$ cat config.mk
export PLATFORM = sky130hd
export DESIGN_NAME = exp_sigma_accumulator_flat
export DESIGN_NICKNAME = d
export VERILOG_FILES = /design/src/rtl/exp_sigma_accumulator_if.sv /design/src/rtl/exp_sigma_accumulator.sv /design/src/flat_wrapper.sv
export SDC_FILE = /design/constraint.sdc
export NUM_CORES = 1
export LEC_CHECK = 0
export CAP_MARGIN = 20
export CORE_MARGIN = 3
export CORE_UTILIZATION = 55
export CTS_BUF_LIST = sky130_fd_sc_hd__clkbuf_16
export DETAILED_ROUTE_END_ITERATION = 12
export PLACE_DENSITY = 0.83
export SYNTH_ARGS = -nofsm -noshare
export SYNTH_HDL_FRONTEND = slang
export SYNTH_SLANG_ARGS = --single-unit
$ cat constraint.sdc
create_clock -name CLK -period 4.8 [get_ports CLK]
set_input_delay 0.48 -clock CLK [delete_from_list [all_inputs] [get_ports CLK]]
set_output_delay 0.48 -clock CLK [all_outputs]
set_load 0.01 [all_outputs]
$ cat src/rtl/exp_sigma_accumulator_if.sv
// exp_sigma_accumulator_if: generator write stream, result handshake and result bus
interface exp_sigma_accumulator_if #(
   parameter int DATA_W = 18,
   parameter int ADDR_W = 10,
   parameter int SUM_W = 28
);
   logic [DATA_W-1:0] iData;
   logic [ADDR_W-1:0] iAddr;
   logic iValid;
   logic iDone;
   logic iAck;
   logic [SUM_W-1:0] oSum;
   logic [DATA_W-1:0] oMax;
   logic [ADDR_W-1:0] oMaxAddr;
   logic [ADDR_W:0] oCount;
   logic oResultValid;
   logic oError;
   logic oBusy;
   modport master (
      output iData, iAddr, iValid, iDone, iAck,
      input oSum, oMax, oMaxAddr, oCount, oResultValid, oError, oBusy
   );
   modport slave (
      input iData, iAddr, iValid, iDone, iAck,
      output oSum, oMax, oMaxAddr, oCount, oResultValid, oError, oBusy
   );
endinterface

$ cat src/rtl/exp_sigma_accumulator.sv
// exp_sigma_accumulator: reduces one exp-sigma table pass to sum, max, max address and count
module exp_sigma_accumulator #(
   parameter int DATA_W = 18,
   parameter int ADDR_W = 10,
   parameter int DEPTH = 1024,
   parameter int SUM_W = 28
) (
   input logic CLK,
   input logic iRst_n,
   exp_sigma_accumulator_if.slave bus
);
   localparam logic [ADDR_W:0] FULL = (ADDR_W+1)'(DEPTH);
   typedef enum logic [1:0] {IDLE, ACCUM, HOLD} state_t;
   state_t state;
   logic take;
   logic [ADDR_W:0] countNext;
   // a sample is only absorbed while the pass still has room for it
   always_comb begin
      take = bus.iValid && (bus.oCount != FULL);
      countNext = bus.oCount + (ADDR_W+1)'(take);
   end
   assign bus.oBusy = (state == ACCUM);
   // pass sequencing and result registers
   always_ff @(posedge CLK) begin
      if (!iRst_n) begin
         state <= IDLE;
         bus.oSum <= '0;
         bus.oMax <= '0;
         bus.oMaxAddr <= '0;
         bus.oCount <= '0;
         bus.oResultValid <= 1'b0;
         bus.oError <= 1'b0;
      end else begin
         case (state)
            IDLE: begin
               if (bus.iValid) begin
                  if (bus.iAddr == '0) begin
                     state <= ACCUM;
                     bus.oSum <= SUM_W'(bus.iData);
                     bus.oMax <= bus.iData;
                     bus.oMaxAddr <= '0;
                     bus.oCount <= (ADDR_W+1)'(1);
                     bus.oError <= 1'b0;
                  end else begin
                     bus.oError <= 1'b1;
                  end
               end
            end
            ACCUM: begin
               if (take) begin
                  bus.oSum <= bus.oSum + SUM_W'(bus.iData);
                  bus.oCount <= countNext;
                  if (bus.iAddr != bus.oCount[ADDR_W-1:0]) bus.oError <= 1'b1;
                  if (bus.iData > bus.oMax) begin
                     bus.oMax <= bus.iData;
                     bus.oMaxAddr <= bus.iAddr;
                  end
               end else if (bus.iValid) begin
                  bus.oError <= 1'b1;
               end
               if (bus.iDone) begin
                  state <= HOLD;
                  bus.oResultValid <= 1'b1;
                  if (countNext != FULL) bus.oError <= 1'b1;
               end
            end
            HOLD: begin
               if (bus.iValid) bus.oError <= 1'b1;
               if (bus.iAck) begin
                  state <= IDLE;
                  bus.oResultValid <= 1'b0;
               end
            end
            default: state <= IDLE;
         endcase
      end
   end
endmodule

$ cat src/flat_wrapper.sv
// flat-port wrapper written by rule: the top's interface ports become plain ports
module exp_sigma_accumulator_flat 
#(
   parameter int DATA_W = 18,
   parameter int ADDR_W = 10,
   parameter int DEPTH = 1024,
   parameter int SUM_W = 28
)
  (CLK, iRst_n, bus_iData, bus_iAddr, bus_iValid, bus_iDone, bus_iAck, bus_oSum, bus_oMax, bus_oMaxAddr, bus_oCount, bus_oResultValid, bus_oError, bus_oBusy);
  exp_sigma_accumulator_if #(.DATA_W(DATA_W), .ADDR_W(ADDR_W), .SUM_W(SUM_W)) bus_i ();
  input logic CLK;
  input logic iRst_n;
  input wire logic [$bits(bus_i.iData)-1:0] bus_iData;
  input wire logic [$bits(bus_i.iAddr)-1:0] bus_iAddr;
  input wire logic [$bits(bus_i.iValid)-1:0] bus_iValid;
  input wire logic [$bits(bus_i.iDone)-1:0] bus_iDone;
  input wire logic [$bits(bus_i.iAck)-1:0] bus_iAck;
  output wire logic [$bits(bus_i.oSum)-1:0] bus_oSum;
  output wire logic [$bits(bus_i.oMax)-1:0] bus_oMax;
  output wire logic [$bits(bus_i.oMaxAddr)-1:0] bus_oMaxAddr;
  output wire logic [$bits(bus_i.oCount)-1:0] bus_oCount;
  output wire logic [$bits(bus_i.oResultValid)-1:0] bus_oResultValid;
  output wire logic [$bits(bus_i.oError)-1:0] bus_oError;
  output wire logic [$bits(bus_i.oBusy)-1:0] bus_oBusy;
  assign bus_i.iData = bus_iData;
  assign bus_i.iAddr = bus_iAddr;
  assign bus_i.iValid = bus_iValid;
  assign bus_i.iDone = bus_iDone;
  assign bus_i.iAck = bus_iAck;
  assign bus_oSum = bus_i.oSum;
  assign bus_oMax = bus_i.oMax;
  assign bus_oMaxAddr = bus_i.oMaxAddr;
  assign bus_oCount = bus_i.oCount;
  assign bus_oResultValid = bus_i.oResultValid;
  assign bus_oError = bus_i.oError;
  assign bus_oBusy = bus_i.oBusy;
  exp_sigma_accumulator #(.DATA_W(DATA_W), .ADDR_W(ADDR_W), .DEPTH(DEPTH), .SUM_W(SUM_W)) u_core (.CLK(CLK), .iRst_n(iRst_n), .bus(bus_i));
endmodule
---- Word level (Yosys, flattened, before mapping) ----
Index checks and enable logic that the tools add are counted.
cells by class
  reductions and logical operators ........ 11
  equal/unequal tests ..................... 11
  magnitude comparators ................... 1
  add/sub/neg operators ................... 2
  mux-type cells .......................... 34
operator list
  kind                                            count
  2-to-1 mux 28 bit                               3
  2-to-1 mux 18 bit                               4
  one-hot mux 28 bit (2 select lines)             1
  2-to-1 mux 10 bit                               4
  one-hot mux 18 bit (2 select lines)             1
  2-to-1 mux 11 bit                               3
  adder 28 x 18 -> 28 bit                         1
  != test 11 bit (second input constant)          2
  one-hot mux 11 bit (2 select lines)             1
  one-hot mux 10 bit (2 select lines)             1
  greater-than comparator 18 bit                  1
  adder 11 x 1 -> 11 bit                          1
  logical NOT 10 bit                              1
  != test 10 bit                                  1
  2-to-1 mux 1 bit                                9
  2-to-1 mux 2 bit                                4
  AND reduction 4 bit                             2
  != test 2 x 1 -> 1 bit (second input constant)  3
  != test 2 bit (second input constant)           3
  one-hot mux 2 bit (3 select lines)              1
  AND reduction 5 bit                             1
  nonzero test 2 bit                              2
  one-hot mux 1 bit (3 select lines)              1
  AND reduction 3 bit                             1
  7 further kinds                                 7
storage, ports and cells
  register bits ........................... 71
  output and inout bits ................... 70
  input port bits ......................... 33

---- Logic depth before layout (Yosys ltp) ----
Gate-level depths: netlist of the first run.
  depth in word-level cells ............... 7
  depth in mapped cells ................... 15
  gate-level depth less buffers ........... 14

---- Least setup slack after synthesis of the first run ----
No wires, ideal clock.
  kind .................................... register -> register
  start point ............................. reg u_core.bus.oCount[3]
  end point ............................... reg u_core.bus.oError
  setup time .............................. 0.118 ns
  buffers on the path ..................... 1
  data arrival time ....................... 2.710 ns
  period minus slack after synthesis ...... 2.828 ns
  data required time ...................... 4.682 ns
  cell stages (with the launch flop) ...... 15
  slack ................................... 1.972 ns
  cells stage by stage .................... dfxtp_1 clkbuf_1 nor4_1 nand3_1 nand2_1 inv_1 ha_1 ha_1 and4_1 nand4_1 or2_2 xor2_1 o311ai_0 nand4_1 o2111a_1
on the way
  cells in the longest elaborated chain, start to end .. 7
  elaborated cells on any way between the ends .. 10
RTL lines
  item                                  line                            text
  start: declaration                    exp_sigma_accumulator_if.sv:25  output oSum, oMax, oMaxAddr, oCount, oResultValid, oError, oBusy
  start signal: assignment              exp_sigma_accumulator.sv:42     bus.oCount <= (ADDR_W+1)'(1);
  start signal: assignment              exp_sigma_accumulator.sv:52     bus.oCount <= countNext;
  != test 11 bit                        exp_sigma_accumulator.sv:19     take = bus.iValid && (bus.oCount != FULL);
  logical AND 1 bit                     exp_sigma_accumulator.sv:19
  adder 11 x 1 -> 11 bit                exp_sigma_accumulator.sv:20     countNext = bus.oCount + (ADDR_W+1)'(take);
  != test 11 bit                        exp_sigma_accumulator.sv:64     if (countNext != FULL) bus.oError <= 1'b1;
  2-to-1 mux 1 bit                      exp_sigma_accumulator.sv:64
  2-to-1 mux 1 bit *                    exp_sigma_accumulator.sv:61     if (bus.iDone) begin
  one-hot mux 1 bit (3 select lines) *  exp_sigma_accumulator.sv:34     case (state)
  end signal: assignment                exp_sigma_accumulator.sv:32     bus.oError <= 1'b0;
  end signal: assignment                exp_sigma_accumulator.sv:64
  end signal: assignment                exp_sigma_accumulator.sv:68     if (bus.iValid) bus.oError <= 1'b1;
  end: declaration                      exp_sigma_accumulator_if.sv:25
Every way passes the cells marked *; elsewhere a longest branch is shown, timed or not.
A chain may end at the register's enable or synchronous reset.

---- Worst setup path in the final report of the first run ----
  start point ............................. in bus_iData[1]
  end point ............................... reg u_core.bus.oMaxAddr[0]
on the way
  cells in the longest elaborated chain, start to end .. 3
RTL lines
  item                                     line                            text
  start: declaration                       flat_wrapper.sv:13              input wire logic [$bits(bus_i.iData)-1:0] bus_iData;
  greater-than comparator 18 bit           exp_sigma_accumulator.sv:54     if (bus.iData > bus.oMax) begin
  != test 2 x 1 -> 1 bit (no source line)  n/a
  AND reduction 5 bit (no source line)     n/a
  end signal: assignment                   exp_sigma_accumulator.sv:56     bus.oMaxAddr <= bus.iAddr;
  end: declaration                         exp_sigma_accumulator_if.sv:25
No other way between the ends.

==> impl_results.md, run 1 <==
- Routed vias: 4762
- Power Dens Cells: roughly 250 nW/um2
- Antenna violations before repair: 0
- Outcome: complete, no violations
- Largest buffer count on any clock path: 2
- Arrival time at the worst endpoint: about 3600 ps
- Starting utilization of the core area: 0.581
- Antenna viol nets, final: 0
- Part of the Yosys area used for sequential elements: 0.308
- Level count of the clock H-tree: 3
- Synth Register Bits: 71
- Placement-stage worst setup slack: around 1300 ps
- Core region area: around 7900 um2
- Post-Route Skew: 9.70 ps
- Fraction of synthesis flops using an asynchronous set or reset pin: 0
- Maximum capacitance violations: 0
- Final critical delay including setup and external delays: 3350 ps
- Category of the worst setup path launch point: input port
- Root cell of the clock tree: sky130_fd_sc_hd__clkbuf_16
- Area of placed instances: 5670 um2
- Total Power Consumption: roughly 1.5 mW
- Ys flop type: sky130_fd_sc_hd__dfxtp_1
- Number of search-and-repair iterations in the first detailed-routing pass: 6
- Post-Route WL: between 10 and 15 mm
- Worst min-delay path class: reg -> reg
- Library cells used by synthesis: 60
- Post-cts sizing count: 0
- Max frequency: around 300 MHz
- Total Die Area: between 9000 and 10000 um2
- Endpoint class of the critical path: register
- I/O pin total: roughly 100
- Maximum number of pins on one net before global-route repair: 50
- LEAKAGE: about 2.2 nW
- Crit share post-route: 0.699
- Mapped Area: roughly 4600 um2
- Post-route cell area: just under 6000 um2
- Warnings, synthesis: 0
- Drt wl/cell: between 15 and 20 um
- Final Core Density: 0.752
- Hold-fix buffer count after cts: 0
- Fin. Hold Viols: 0
- Width of the chip: a little under 100 um
- Num Clock Sinks: 71
- Worst voltage drop across the vdd grid: between 0.15 and 0.2 mV
- Gr usage total: 0.285
- Number of global-route vias before repair: 4678
- Placement row count: 32
- Unrepaired setup endpoints after global routing: no
- Worst relative slew slack: 0.441
- Number of flops mapped to enable cells by yosys: 0
- Global placement routability congestion: 0.892
- Pin slew with the least headroom to its limit: 817 ps
- Vert. Die Dim: just under 100 um
- Count of input and output buffers: between 100 and 150
- Synthesized netlist cell count: approximately 580
- Endpoint required time on the critical path: ~5100 ps
- Layout overhead on the synthesized area: 29.4%
- Avg Synthesized Cell Area: between 8 and 9 um2
- Layout net count: between 700 and 800
- Final setup margin: 1450 ps
- Diode insertion count for antenna repair: 0
- Number of post-CTS setup repair buffers: 0
- Clock tree from TritonCTS: yes
- Worst setup path class: in -> reg
- GR Overflow Total: 0
- Fraction of final layout cells with drive strength greater than 1: 0.0509
- Iteration-0 DRC Markers: 250
- Final count of negative-setup-slack endpoints: 0
- Clock insertion delay at the later pin of the skew report: approximately 340 ps
- Setup TNS: 0 ps
- Placed wire-length estimate: between 9 and 10 mm
- Final Max Tran Viols: 0
- Cts bufs inserted: 9
- First-pass GRT wire length: approximately 23 mm
- Detailed-route vias per instance: 6.18
- Peak fanout along the critical path: 18
- Nets in the synthesized netlist: 651
- Clk slew on worst S/H paths: around 60 ps
- Post-detailed-route DRC marker count: 0
[state kept, by name, indices dropped and copies added (netlist names)]
signal and cells:
u_core.bus.oCount 11, u_core.bus.oError 1, u_core.state 2, u_core.bus.oSum 28
u_core.bus.oMaxAddr 10, u_core.bus.oResultValid 1, u_core.bus.oMax 18
[cells in the mapped netlist (12+ instances only)]
| master | n | area, um2 |
|---|---|---|
| sky130_fd_sc_hd__nor3_1 | 13 | 65.1 |
| sky130_fd_sc_hd__xor2_1 | 12 | 105 |
| sky130_fd_sc_hd__nor2_1 | 43 | 161 |
| sky130_fd_sc_hd__ha_1 | 42 | 526 |
| sky130_fd_sc_hd__nand2_1 | 54 | 203 |
| sky130_fd_sc_hd__inv_1 | 36 | 135 |
| sky130_fd_sc_hd__a21oi_1 | 46 | 230 |
| sky130_fd_sc_hd__dfxtp_1 | 71 | 1420 |
| sky130_fd_sc_hd__xnor2_1 | 16 | 140 |
| sky130_fd_sc_hd__nand3_1 | 24 | 120 |
| sky130_fd_sc_hd__o21ai_0 | 48 | 240 |
| sky130_fd_sc_hd__clkbuf_1 | 26 | 97.6 |
[worst max-delay path, stage by stage]
cell and delay (ps):
sky130_fd_sc_hd__clkdlybuf4s50_1 530, sky130_fd_sc_hd__ha_1 260, sky130_fd_sc_hd__nor2b_1 130, sky130_fd_sc_hd__o21ai_0 150, sky130_fd_sc_hd__a21oi_1 90, sky130_fd_sc_hd__a2111oi_0 710, sky130_fd_sc_hd__o31ai_1 220, sky130_fd_sc_hd__o22ai_4 410
sky130_fd_sc_hd__and2_1 430, sky130_fd_sc_hd__a22o_1 210
[placed cells by master, fill, tap and decap left out, drive strengths merged, types with 2 or more instances in the layout]
cell	n
a211oi	9
a21o	10
a21oi	46
a22o	10
a2bb2oi	2
a311oi	2
a31oi	7
a41o	2
and2	6
and3	5
and4	4
buf	4
clkbuf	9
clkdlybuf4s50	102
clkinv	5
dfxtp	71
ha	42
inv	36
mux2i	11
nand2	54
nand2b	4
nand3	24
nand4	8
nor2	45
nor2b	6
nor3	14
nor4	4
o211ai	9
o21a	3
o21ai	49
o21bai	2
o221a	3
o22ai	4
o31ai	4
or2	3
or3	4
or4	2
xnor2	16
xor2	12
[report_power, final]
group / total, mW / leakage [nW] / internal [mW] / switching (mW)
registers: 0.601 / 0.572 / 0.595 / 0.00588
logic: 0.202 / 1.54 / 0.0857 / 0.116
clock network: 0.659 / 0.140 / 0.398 / 0.261
total: 1.46 / 2.25 / 1.08 / 0.384
[logic make-up (layout without fill, tap and decap cells)]
group,Yosys count,in the layout,share of synthesized area
compound gates,172,172,0.239
xor+xnor,28,28,0.0532
fa+ha+maj,43,43,0.118
buf+inv,65,158,0.0546
flops,71,71,0.308
mux,11,11,0.0247
simple gates,185,185,0.201
[worst paths after layout]
check	endpoint	cells after the start	slack (ps)	from
max	u_core.bus.oMaxAddr[0]$_SDFFE_PN0P_	10	1450	bus_iData[1]
min	u_core.bus.oMaxAddr[8]$_SDFFE_PN0P_	1	480	u_core.bus.oMaxAddr[8]$_SDFFE_PN0P_
max reg2reg	u_core.bus.oSum[9]$_SDFFE_PN0P_	9	1500	u_core.state[1]$_SDFFE_PN0P_
min reg2reg	u_core.bus.oMaxAddr[8]$_SDFFE_PN0P_	1	480	u_core.bus.oMaxAddr[8]$_SDFFE_PN0P_
[metrics by stage]
stage          cells  hold WS, ps
3_3_place_gp     754          464
2_1_floorplan    575          492
3_5_place_dp     754          464
6_report         770          478
4_1_cts          770          480
5_1_grt          770          501
[routing by layer]
metal | track usage | vias up | part of all wire
met2 | 0.469 | 227 | 0.48
met3 | 0.0438 | 30 | 0.072
met1 | 0.371 | 2253 | 0.43
met5 | 0 | - | 0
li1 | - | 2252 | -
met4 | 0.119 | 0 | 0.023
[cell type report]
| type | instances | area (um2) |
|---|---|---|
| multi-input cells | 439 | 2940 |
| fillers | 620 | 1960 |
| flip-flops and latches | 71 | 1420 |
| repair buffers | 106 | 1050 |
| clock buffers | 9 | 225 |
| inverters | 36 | 135 |
| well taps | 102 | 128 |
| clock inverters | 7 | 63.8 |
Note: power is estimated with default switching activity, not from simulation.
==> run 2, diff against run 1 <==
--- a/config.mk
+++ b/config.mk
@@ -7,10 +7,10 @@
 export LEC_CHECK = 0
 export CAP_MARGIN = 20
 export CORE_MARGIN = 3
-export CORE_UTILIZATION = 55
+export CORE_UTILIZATION = 46
 export CTS_BUF_LIST = sky130_fd_sc_hd__clkbuf_16
 export DETAILED_ROUTE_END_ITERATION = 12
-export PLACE_DENSITY = 0.83
+export PLACE_DENSITY = 0.74
 export SYNTH_ARGS = -nofsm -noshare
 export SYNTH_HDL_FRONTEND = slang
 export SYNTH_SLANG_ARGS = --single-unit
==> constraint.sdc (replaced) <==
create_clock -name CLK -period 2.7 [get_ports CLK]
set_input_delay 0.27 -clock CLK [delete_from_list [all_inputs] [get_ports CLK]]
set_output_delay 0.27 -clock CLK [all_outputs]
set_load 0.01 [all_outputs]
==> impl_results.md, run 2 (synthesized netlist as in run 1, its figures left out) <==
- Detailed-route vias per instance: roughly 5.7
- Level count of the clock H-tree: 3
- Antenna violations before repair: 0
- Met1 track utilization from global routing: 0.318
- Placed wire-length estimate: 10.7 mm
- GR Overflow Total: 0
- I/O pin total: about 100
- LEAKAGE: approximately 2.9 nW
- Count of input and output buffers: between 100 and 150
- Arrival time at the worst endpoint: 2880 ps
- Fin. Hold Viols: 0
- Placement row count: 35
- Most common cell after layout, fill and taps aside: sky130_fd_sc_hd__buf_4
- Global routing met2 resource utilization: 0.452
- Global routing usage on met3: 0.0376
- Register bank with the most flops: u_core.bus.oSum
- Peak fanout along the critical path: 3
- Total Power Consumption: 2.72 mW
- Diode insertion count for antenna repair: 0
- Clock insertion delay at the later pin of the skew report: 340 ps
- Routed vias: between 5000 and 6000
- Final Max Tran Viols: 0
- Layout net count: roughly 840
- Area occupied by registers: ~1400 um2
- Unrepaired setup endpoints after global routing: yes
- Gr usage total: 0.256
- Worst voltage drop across the vdd grid: 0.239 mV
- Layout Cells excl Fill: between 900 and 1000
- Iteration-0 DRC Markers: 260
- Standard cell with the maximum stage delay on the critical path: sky130_fd_sc_hd__dfxtp_2
- Fraction of final layout cells with drive strength greater than 1: 0.225
- Number of search-and-repair iterations in the first detailed-routing pass: 5
- Core region area: about 9500 um2
- Biggest registers after layout: u_core.bus.oSum: 28 flops, u_core.bus.oMax: 18 flops, u_core.bus.oCount: 11 flops
- Number of global-route vias before repair: ~4900
- Category of the worst setup path launch point: register
- Maximum number of pins on one net before global-route repair: 35
- Starting utilization of the core area: 0.485
- Number of fill cells in the layout: 713
- Worst min-delay path class: in -> reg
- Endpoint required time on the critical path: 2930 ps
- Post-Route Skew: between 9 and 10 ps
- Root cell of the clock tree: sky130_fd_sc_hd__clkbuf_16
- Max frequency: roughly 380 MHz
- Clk slew on worst S/H paths: ~60 ps
- Area of placed instances: 6440 um2
- Worst relative slew slack: 0.673
- Endpoint class of the critical path: register
- Number of cells in the design after placement: between 800 and 900
- Vert. Die Dim: ~110 um
- Global placement routability congestion: roughly 0.87
- Clock tree from TritonCTS: yes
- Worst path top cell family by delay: simple AND/OR/NAND/NOR gates
- Final count of negative-setup-slack endpoints: 0
- Cts bufs inserted: 9
- Post-Route WL: around 15 mm
- Width of the chip: about 110 um
- Post-route cell area: slightly above 7000 um2
- Crit share post-route: 0.981
- Total Die Area: roughly 11000 um2
- Minimum hold slack: around 350 ps
- Drt wl/cell: 16.9 um
- Largest buffer count on any clock path: 2
- Largest register FFs: 28
- Most utilized layer in the global route result: met2
- Total area of multi-input combinational cells: ~3100 um2
- Num Clock Sinks: slightly above 70
- Cell Chain, Critical Path: nor4_2, buf_4, nand3_2, nand2_2, inv_2, ha_4, ha_4, buf_4, nor3_2, a21oi_1, nor4_2, nand2_1, o311ai_2, nand4_1, o2111a_1
- Commonest cells after routing, fill and taps aside: sky130_fd_sc_hd__buf_4 (105), sky130_fd_sc_hd__clkdlybuf4s50_1 (97), sky130_fd_sc_hd__dfxtp_1 (69)
- Count of buffering cells on the critical path with inverters included: 3
- Final critical delay including setup and external delays: around 2600 ps
- First-pass GRT wire length: 23.6 mm
- Power Dens Cells: between 300 and 400 nW/um2
- Antenna viol nets, final: 0
- Layout overhead on the synthesized area: 52.8%
- Post-detailed-route DRC marker count: 0
- Maximum capacitance violations: 0
- Outcome: complete, no violations
- Pin slew with the least headroom to its limit: between 400 and 500 ps
- Worst setup path class: reg -> reg
- Longest individual stage delay on the worst path: around 320 ps
## run 2: changes by cell type in the layout (fill, tap and decap cells not counted), sizes merged
cell           before  now
inv                36   38
dlymetal6s2s        0    5
clkinvlp            1    3
clkdlybuf4s50     102   97
clkinv              5    1
buf                 4  108
## run 2: per-stage QoR
| step | util | setup WS (ps) | TNS [ps] |
|---|---|---|---|
| after global routing | 0.741 | -71.2 | -181 |
| after CTS | 0.713 | -92.0 | -92.0 |
| after floorplan | - | 3.39 | 0 |
| after global placement | 0.677 | -345 | -12120 |
| final | 0.741 | 52.2 | 0 |
| after detailed placement | 0.677 | -451 | -14990 |
## run 2: repair_timing
item,CTS,global route
resized for setup,12,42
setup buffers,0,9
pin swaps,3,25
hold buffers,0,0
setup endpoints to repair,22,38
## run 2: final timing paths
path | start | end | slack (ps) | cells after the start
hold reg to reg | u_core.bus.oMaxAddr[9]$_SDFFE_PN0P_ | u_core.bus.oMaxAddr[9]$_SDFFE_PN0P_ | 480 | 1
setup / recovery | u_core.bus.oCount[4]$_SDFFE_PN0P_ | u_core.bus.oError$_SDFFE_PN0P_ | 50 | 15
hold / removal | bus_iData[1] | u_core.bus.oMax[1]$_SDFFE_PN0P_ | 350 | 3
setup reg to reg | u_core.bus.oCount[4]$_SDFFE_PN0P_ | u_core.bus.oError$_SDFFE_PN0P_ | 50 | 15
## run 2: cell type report
type | instances | area share
inverter | 36 | 0.0192
clock buffer | 9 | 0.0320
sequential | 71 | 0.202
tap | 129 | 0.0229
timing repair buffer | 210 | 0.267
clock inverter | 7 | 0.0105
multi-input combinational | 439 | 0.446
## run 2: metal layers
layer  wire, um  vias to the layer above
met3        902                       31
met1       6360                     2423
li1           -                     2458
met2       7690                      201
met5          0                        -
met4        301                        0
## run 2: worst register-to-register path, stage by stage (launching register included)
cell	delay (ps)
sky130_fd_sc_hd__dfxtp_2	320
sky130_fd_sc_hd__nor4_2	260
sky130_fd_sc_hd__buf_4	160
sky130_fd_sc_hd__nand3_2	80
sky130_fd_sc_hd__nand2_2	90
sky130_fd_sc_hd__inv_2	50
sky130_fd_sc_hd__ha_4	160
sky130_fd_sc_hd__ha_4	150
sky130_fd_sc_hd__buf_4	130
sky130_fd_sc_hd__nor3_2	160
sky130_fd_sc_hd__a21oi_1	100
sky130_fd_sc_hd__nor4_2	210
sky130_fd_sc_hd__nand2_1	120
sky130_fd_sc_hd__o311ai_2	260
sky130_fd_sc_hd__nand4_1	130
sky130_fd_sc_hd__o2111a_1	150
## run 2: power breakdown
| group | internal, mW | switching (mW) | total [mW] | leakage, nW |
|---|---|---|---|---|
| logic | 0.210 | 0.226 | 0.436 | 2.15 |
| clock network | 0.717 | 0.497 | 1.21 | 0.139 |
| registers | 1.06 | 0.00979 | 1.07 | 0.573 |
